===== src/rtl/keypad_cntr.sv =====
// 4x4 matrix keypad scanner: column strobes, row synchronizer, press/release
// debounce FSM, hex key code with valid strobe and a four-key history register.
module keypad_cntr #(
  parameter int unsigned SCAN_TICKS     = 100000,
  parameter int unsigned DEBOUNCE_TICKS = 10
) (
  input  logic        clk,
  input  logic        reset_p,
  input  logic [3:0]  row,
  output logic [3:0]  col,
  output logic [3:0]  key_value,
  output logic        key_valid,
  output logic        key_pressed,
  output logic [15:0] hex_value
);

  localparam int unsigned TW = (SCAN_TICKS > 1) ? $clog2(SCAN_TICKS) : 1;
  localparam int unsigned DW = $clog2(DEBOUNCE_TICKS + 1);

  typedef enum logic [1:0] {
    ST_SCAN,
    ST_DEBOUNCE,
    ST_PRESSED,
    ST_RELEASE
  } state_t;

  state_t        state, state_n;
  logic [TW-1:0] tick_cnt;
  logic          tick;
  logic [DW-1:0] deb, deb_n, deb_inc;
  logic [3:0]    col_n, col_adv;
  logic [1:0]    row_lat, row_lat_n;
  logic [1:0]    row_idx, col_idx;
  logic [3:0]    row_m, row_s;
  logic          accept;
  logic [3:0]    accept_key;

  assign tick        = (tick_cnt == TW'(SCAN_TICKS - 1));
  assign deb_inc     = deb + 1'b1;
  assign col_adv     = {col[2:0], col[3]};
  assign key_pressed = (state == ST_PRESSED) || (state == ST_RELEASE);

  // Lowest-index low row wins when several rows are closed together.
  always_comb begin
    row_idx = '0;
    for (int unsigned i = 4; i > 0; i--) begin
      if (!row_s[i-1]) row_idx = 2'(i - 1);
    end
  end

  always_comb begin
    col_idx = '0;
    for (int unsigned i = 0; i < 4; i++) begin
      if (!col[i]) col_idx = 2'(i);
    end
  end

  always_comb begin
    state_n    = state;
    deb_n      = deb;
    col_n      = col;
    row_lat_n  = row_lat;
    accept     = 1'b0;
    accept_key = {row_lat, col_idx};
    if (tick) begin
      case (state)
        ST_SCAN: begin
          if (row_s != '1) begin
            row_lat_n = row_idx;
            if (DEBOUNCE_TICKS <= 1) begin
              state_n    = ST_PRESSED;
              accept     = 1'b1;
              accept_key = {row_idx, col_idx};
              deb_n      = '0;
            end else begin
              state_n = ST_DEBOUNCE;
              deb_n   = DW'(1);
            end
          end else begin
            col_n = col_adv;
          end
        end
        ST_DEBOUNCE: begin
          if (!row_s[row_lat]) begin
            if (deb_inc == DW'(DEBOUNCE_TICKS)) begin
              state_n = ST_PRESSED;
              accept  = 1'b1;
              deb_n   = '0;
            end else begin
              deb_n = deb_inc;
            end
          end else begin
            state_n = ST_SCAN;
            deb_n   = '0;
          end
        end
        ST_PRESSED: begin
          if (row_s[row_lat]) begin
            if (DEBOUNCE_TICKS <= 1) begin
              state_n = ST_SCAN;
              col_n   = col_adv;
              deb_n   = '0;
            end else begin
              state_n = ST_RELEASE;
              deb_n   = DW'(1);
            end
          end
        end
        ST_RELEASE: begin
          if (row_s[row_lat]) begin
            if (deb_inc == DW'(DEBOUNCE_TICKS)) begin
              state_n = ST_SCAN;
              col_n   = col_adv;
              deb_n   = '0;
            end else begin
              deb_n = deb_inc;
            end
          end else begin
            state_n = ST_PRESSED;
            deb_n   = '0;
          end
        end
        default: begin
          state_n = ST_SCAN;
          deb_n   = '0;
        end
      endcase
    end
  end

  always_ff @(posedge clk) begin
    if (reset_p) begin
      state     <= ST_SCAN;
      tick_cnt  <= '0;
      deb       <= '0;
      col       <= 4'b1110;
      row_lat   <= '0;
      row_m     <= '1;
      row_s     <= '1;
      key_value <= '0;
      key_valid <= 1'b0;
      hex_value <= '0;
    end else begin
      state     <= state_n;
      tick_cnt  <= tick ? '0 : tick_cnt + 1'b1;
      deb       <= deb_n;
      col       <= col_n;
      row_lat   <= row_lat_n;
      row_m     <= row;
      row_s     <= row_m;
      key_valid <= accept;
      if (accept) begin
        key_value <= accept_key;
        hex_value <= {hex_value[11:0], accept_key};
      end
    end
  end

endmodule


===== config.mk =====
export PLATFORM = sky130hd
export DESIGN_NAME = keypad_cntr
export DESIGN_NICKNAME = d
export VERILOG_FILES = /design/src/rtl/keypad_cntr.sv
export SDC_FILE = /design/constraint.sdc
export NUM_CORES = 1
export LEC_CHECK = 0
export BUFFER_PORTS_ARGS = -buffer_cell sky130_fd_sc_hd__buf_2
export CORE_AREA = 2 2 66 99
export CTS_CLUSTER_SIZE = 12
export DETAILED_ROUTE_END_ITERATION = 6
export DIE_AREA = 0 0 68 101
export GPL_TIMING_DRIVEN = 0
export PLACE_DENSITY = 0.6
export SLEW_MARGIN = 20
export SYNTH_ARGS = -nofsm -noshare
export SYNTH_HDL_FRONTEND = slang
export SYNTH_SLANG_ARGS = --single-unit

===== constraint.sdc =====
create_clock -name clk -period 2.55 [get_ports clk]
set_input_delay 0.255 -clock clk [delete_from_list [all_inputs] [get_ports clk]]
set_output_delay 0.255 -clock clk [all_outputs]
set_load 0.02 [all_outputs]

==> metrics <==
ANT nets after route=0; H-Tree Depth=2; PortBufs=30; synth top area cells=dfxtp_1 46%, mux2i_1 6.8%, nor2_1 6.7%; Final setup viols=0; syn_area_per_cell=about 9.6 um^2; Hold EP=row_m[3]; Worst Path Required=about 2.7 ns; fmax=roughly 0.42 GHz; largest area contributor in the netlist=dfxtp_1; Setup Buffers After CTS=0; family with the most delay on the worst path=simple AND/OR/NAND/NOR gates; routed vias=around 1.8k; Clk Latency, worst-skew pair=approximately 0.31 ns; Synth-to-Final Area Change=15.0%; Total Neg Setup Slack=0 ns; HP Class=in -> reg; ys flop type=dfxtp_1; clock tree root buffer cell=clkbuf_8; Slew Viols, Final=0; final wirelength=approximately 4.5 mm; Finished Layout Cells=between 300 and 400; worst reg-to-reg path cell count=6; top-area cell type share of the netlist area=approximately 46%; Die X=68 um; Fin Hold WS=between 0.1 and 0.15 ns; Worst EP arrival=approximately 2.6 ns; # rows=35; PD cells=a little over 500 mW/mm^2; worst vdd ir=0.226 mV; Worst R2R End=deb[3]; cts bufs inserted=5; DRT iter0 DRCs=52; fin crit period=2.37 ns; antenna violations before repair=0; Worst-path clk slew=roughly 0.10 ns; Cells after Synth=about 250; largest net degree at the start of global routing=17; critical path cell sequence=or4b_4, or4_1, buf_4, nor3_4, nand3b_1, o41ai_2; GRT Total Usage=roughly 14%; Die Area=a little under 0.007 mm^2; crit-path max FO=10; status=finished clean; count of warnings emitted by yosys=0; startpoint class of the critical path=register; GP Congestion=~0.8; DIE HEIGHT=between 100 and 150 um; hold buffer count at cts=0; slowest CP cell=or4_1; CTS Buffer Depth=2; Slew @ Worst Pin=just over 0.9 ns; Starting Density=approximately 40%; clk_skew=0.00910 ns; number of global-route vias before repair=~1.6k; Critical Path End Type=register; sequential area share after synthesis=46.0%; CTS tree=done; Buf+Inv Stages, Crit Path=1; max incr delay on CP=0.52 ns; HPWL Detailed=between 3 and 4 mm; fraction of layout cells with a size suffix above 1=between 20% and 30%; core area=0.00604 mm^2; total gr overflow=0; Vias/cell=around 5.0; Inst Count DP=between 300 and 400; Mapped Area=between 0.002 and 0.0025 mm^2; count of cell types in the netlist=51; commonest non-fill, non-tap cell in the layout=dfxtp_1; drt first pass iters=4; most frequent cells in the layout=54 x dfxtp_1, 42 x nor2_1, 32 x buf_2; global-route wire length before repair=approximately 7.5 mm; routed len/inst=around 13 um; worst setup path class=reg -> reg; ys async rst share=0%; clock sink total=54; Hold Fails Final Rpt=0; CTS resizes=0; slew margin rel.=around two fifths; flop2flop setup slack=between 0.15 and 0.2 ns; RSZ-0062 raised after global routing=no; Mapped Nets=roughly 250; number of diodes=0; min-delay src=row[3]; hold path cells=2; leak pwr=1.17 nW; drt drc=0; Period Utilization, post-route=92.9%; max_cap viols=0; Synth Register Bits=54; number of flops mapped to enable cells by yosys=0; NumNets Final=between 200 and 300; RR Startpoint=tick_cnt[7]; io pins=32
-- worst reg2reg max path, stage by stage (launching register included) --
cell	delay, ns
dfxtp_1	0.41
or4b_4	0.51
or4_1	0.52
buf_4	0.19
nor3_4	0.35
nand3b_1	0.18
o41ai_2	0.08
-- final cells by class --
cell class / instances / area, um^2
inverter: 7 / 26.3
multi-input combinational: 170 / 1160
clock inverter: 2 / 12.5
buffer: 14 / 81.3
clock buffer: 6 / 82.6
timing repair buffer: 32 / 165
sequential: 54 / 1080
fill: 606 / 3340
tap: 74 / 92.6
-- flip-flops by register name (all words and copies together) (netlist names), named ones only --
signal,cells
hex_value,13
state,1
col,4
key_valid,1
tick_cnt,17
row_m,4
key_value,3
deb,4
row_s,4
row_lat,2
-- stage by stage --
stage	utilization [%]	instance area [um^2]	worst slack (ns)	total power [mW]
2_1_floorplan	-	2350	0.373	0.908
3_3_place_gp	42.9	2590	0.0953	0.922
3_5_place_dp	42.9	2590	0.0956	0.923
4_1_cts	44.5	2690	0.0785	1.42
5_1_grt	44.7	2700	0.0183	1.46
6_report	44.7	2700	0.180	1.39
-- synthesized netlist by cell type (all sizes together) (3+ instances only) --
master  number
nand4        3
mux2i       16
nand2       10
or2          9
nand3       12
a21oi        4
inv          6
xor2         8
nor4         3
ha           3
buf          9
clkbuf       5
dfxtp       54
o21ai        3
nor2        42
o211ai       6
nor3         9
a31oi        4
xnor2        8
-- cell families (layout without fill, tap and decap cells) --
kind of cell | count (synthesis) | count (layout) | share of synthesized area [%]
compound gates | 29 | 29 | 10.0
xor+xnor | 16 | 16 | 5.96
fa+ha+maj | 3 | 3 | 1.60
buf+inv | 21 | 61 | 4.58
flops | 54 | 54 | 46.0
mux | 17 | 17 | 7.77
simple gates | 105 | 105 | 24.1
-- layer usage --
metal	share of wire, %	GRT usage, %	wire [um]	up-vias
met1	43	15.1	1960	825
met3	3.2	2.35	145	6
met5	0	0	0	-
li1	-	-	-	937
met4	2.0	6.00	89	0
met2	52	26.4	2340	29
-- how the worst max path moves through the flow --
stage                            start           end  slack [ns]  cells past startpoint
after global placement     tick_cnt[0]  hex_value[5]         0.1                      7
after CTS                  tick_cnt[7]  hex_value[5]        0.08                      6
after global routing       tick_cnt[0]        deb[3]        0.02                      7
final                      tick_cnt[7]        deb[3]        0.18                      6
after floorplan           tick_cnt[11]        deb[3]        0.37                      6
after detailed placement   tick_cnt[7]  hex_value[5]         0.1                      6
-- power breakdown --
part	leakage, nW	switching [mW]	internal, mW
Clock	0.0472	0.272	0.219
Combinational	0.687	0.0285	0.0152
Sequential	0.438	0.00621	0.852
Power figures use the tool's default switching activity.
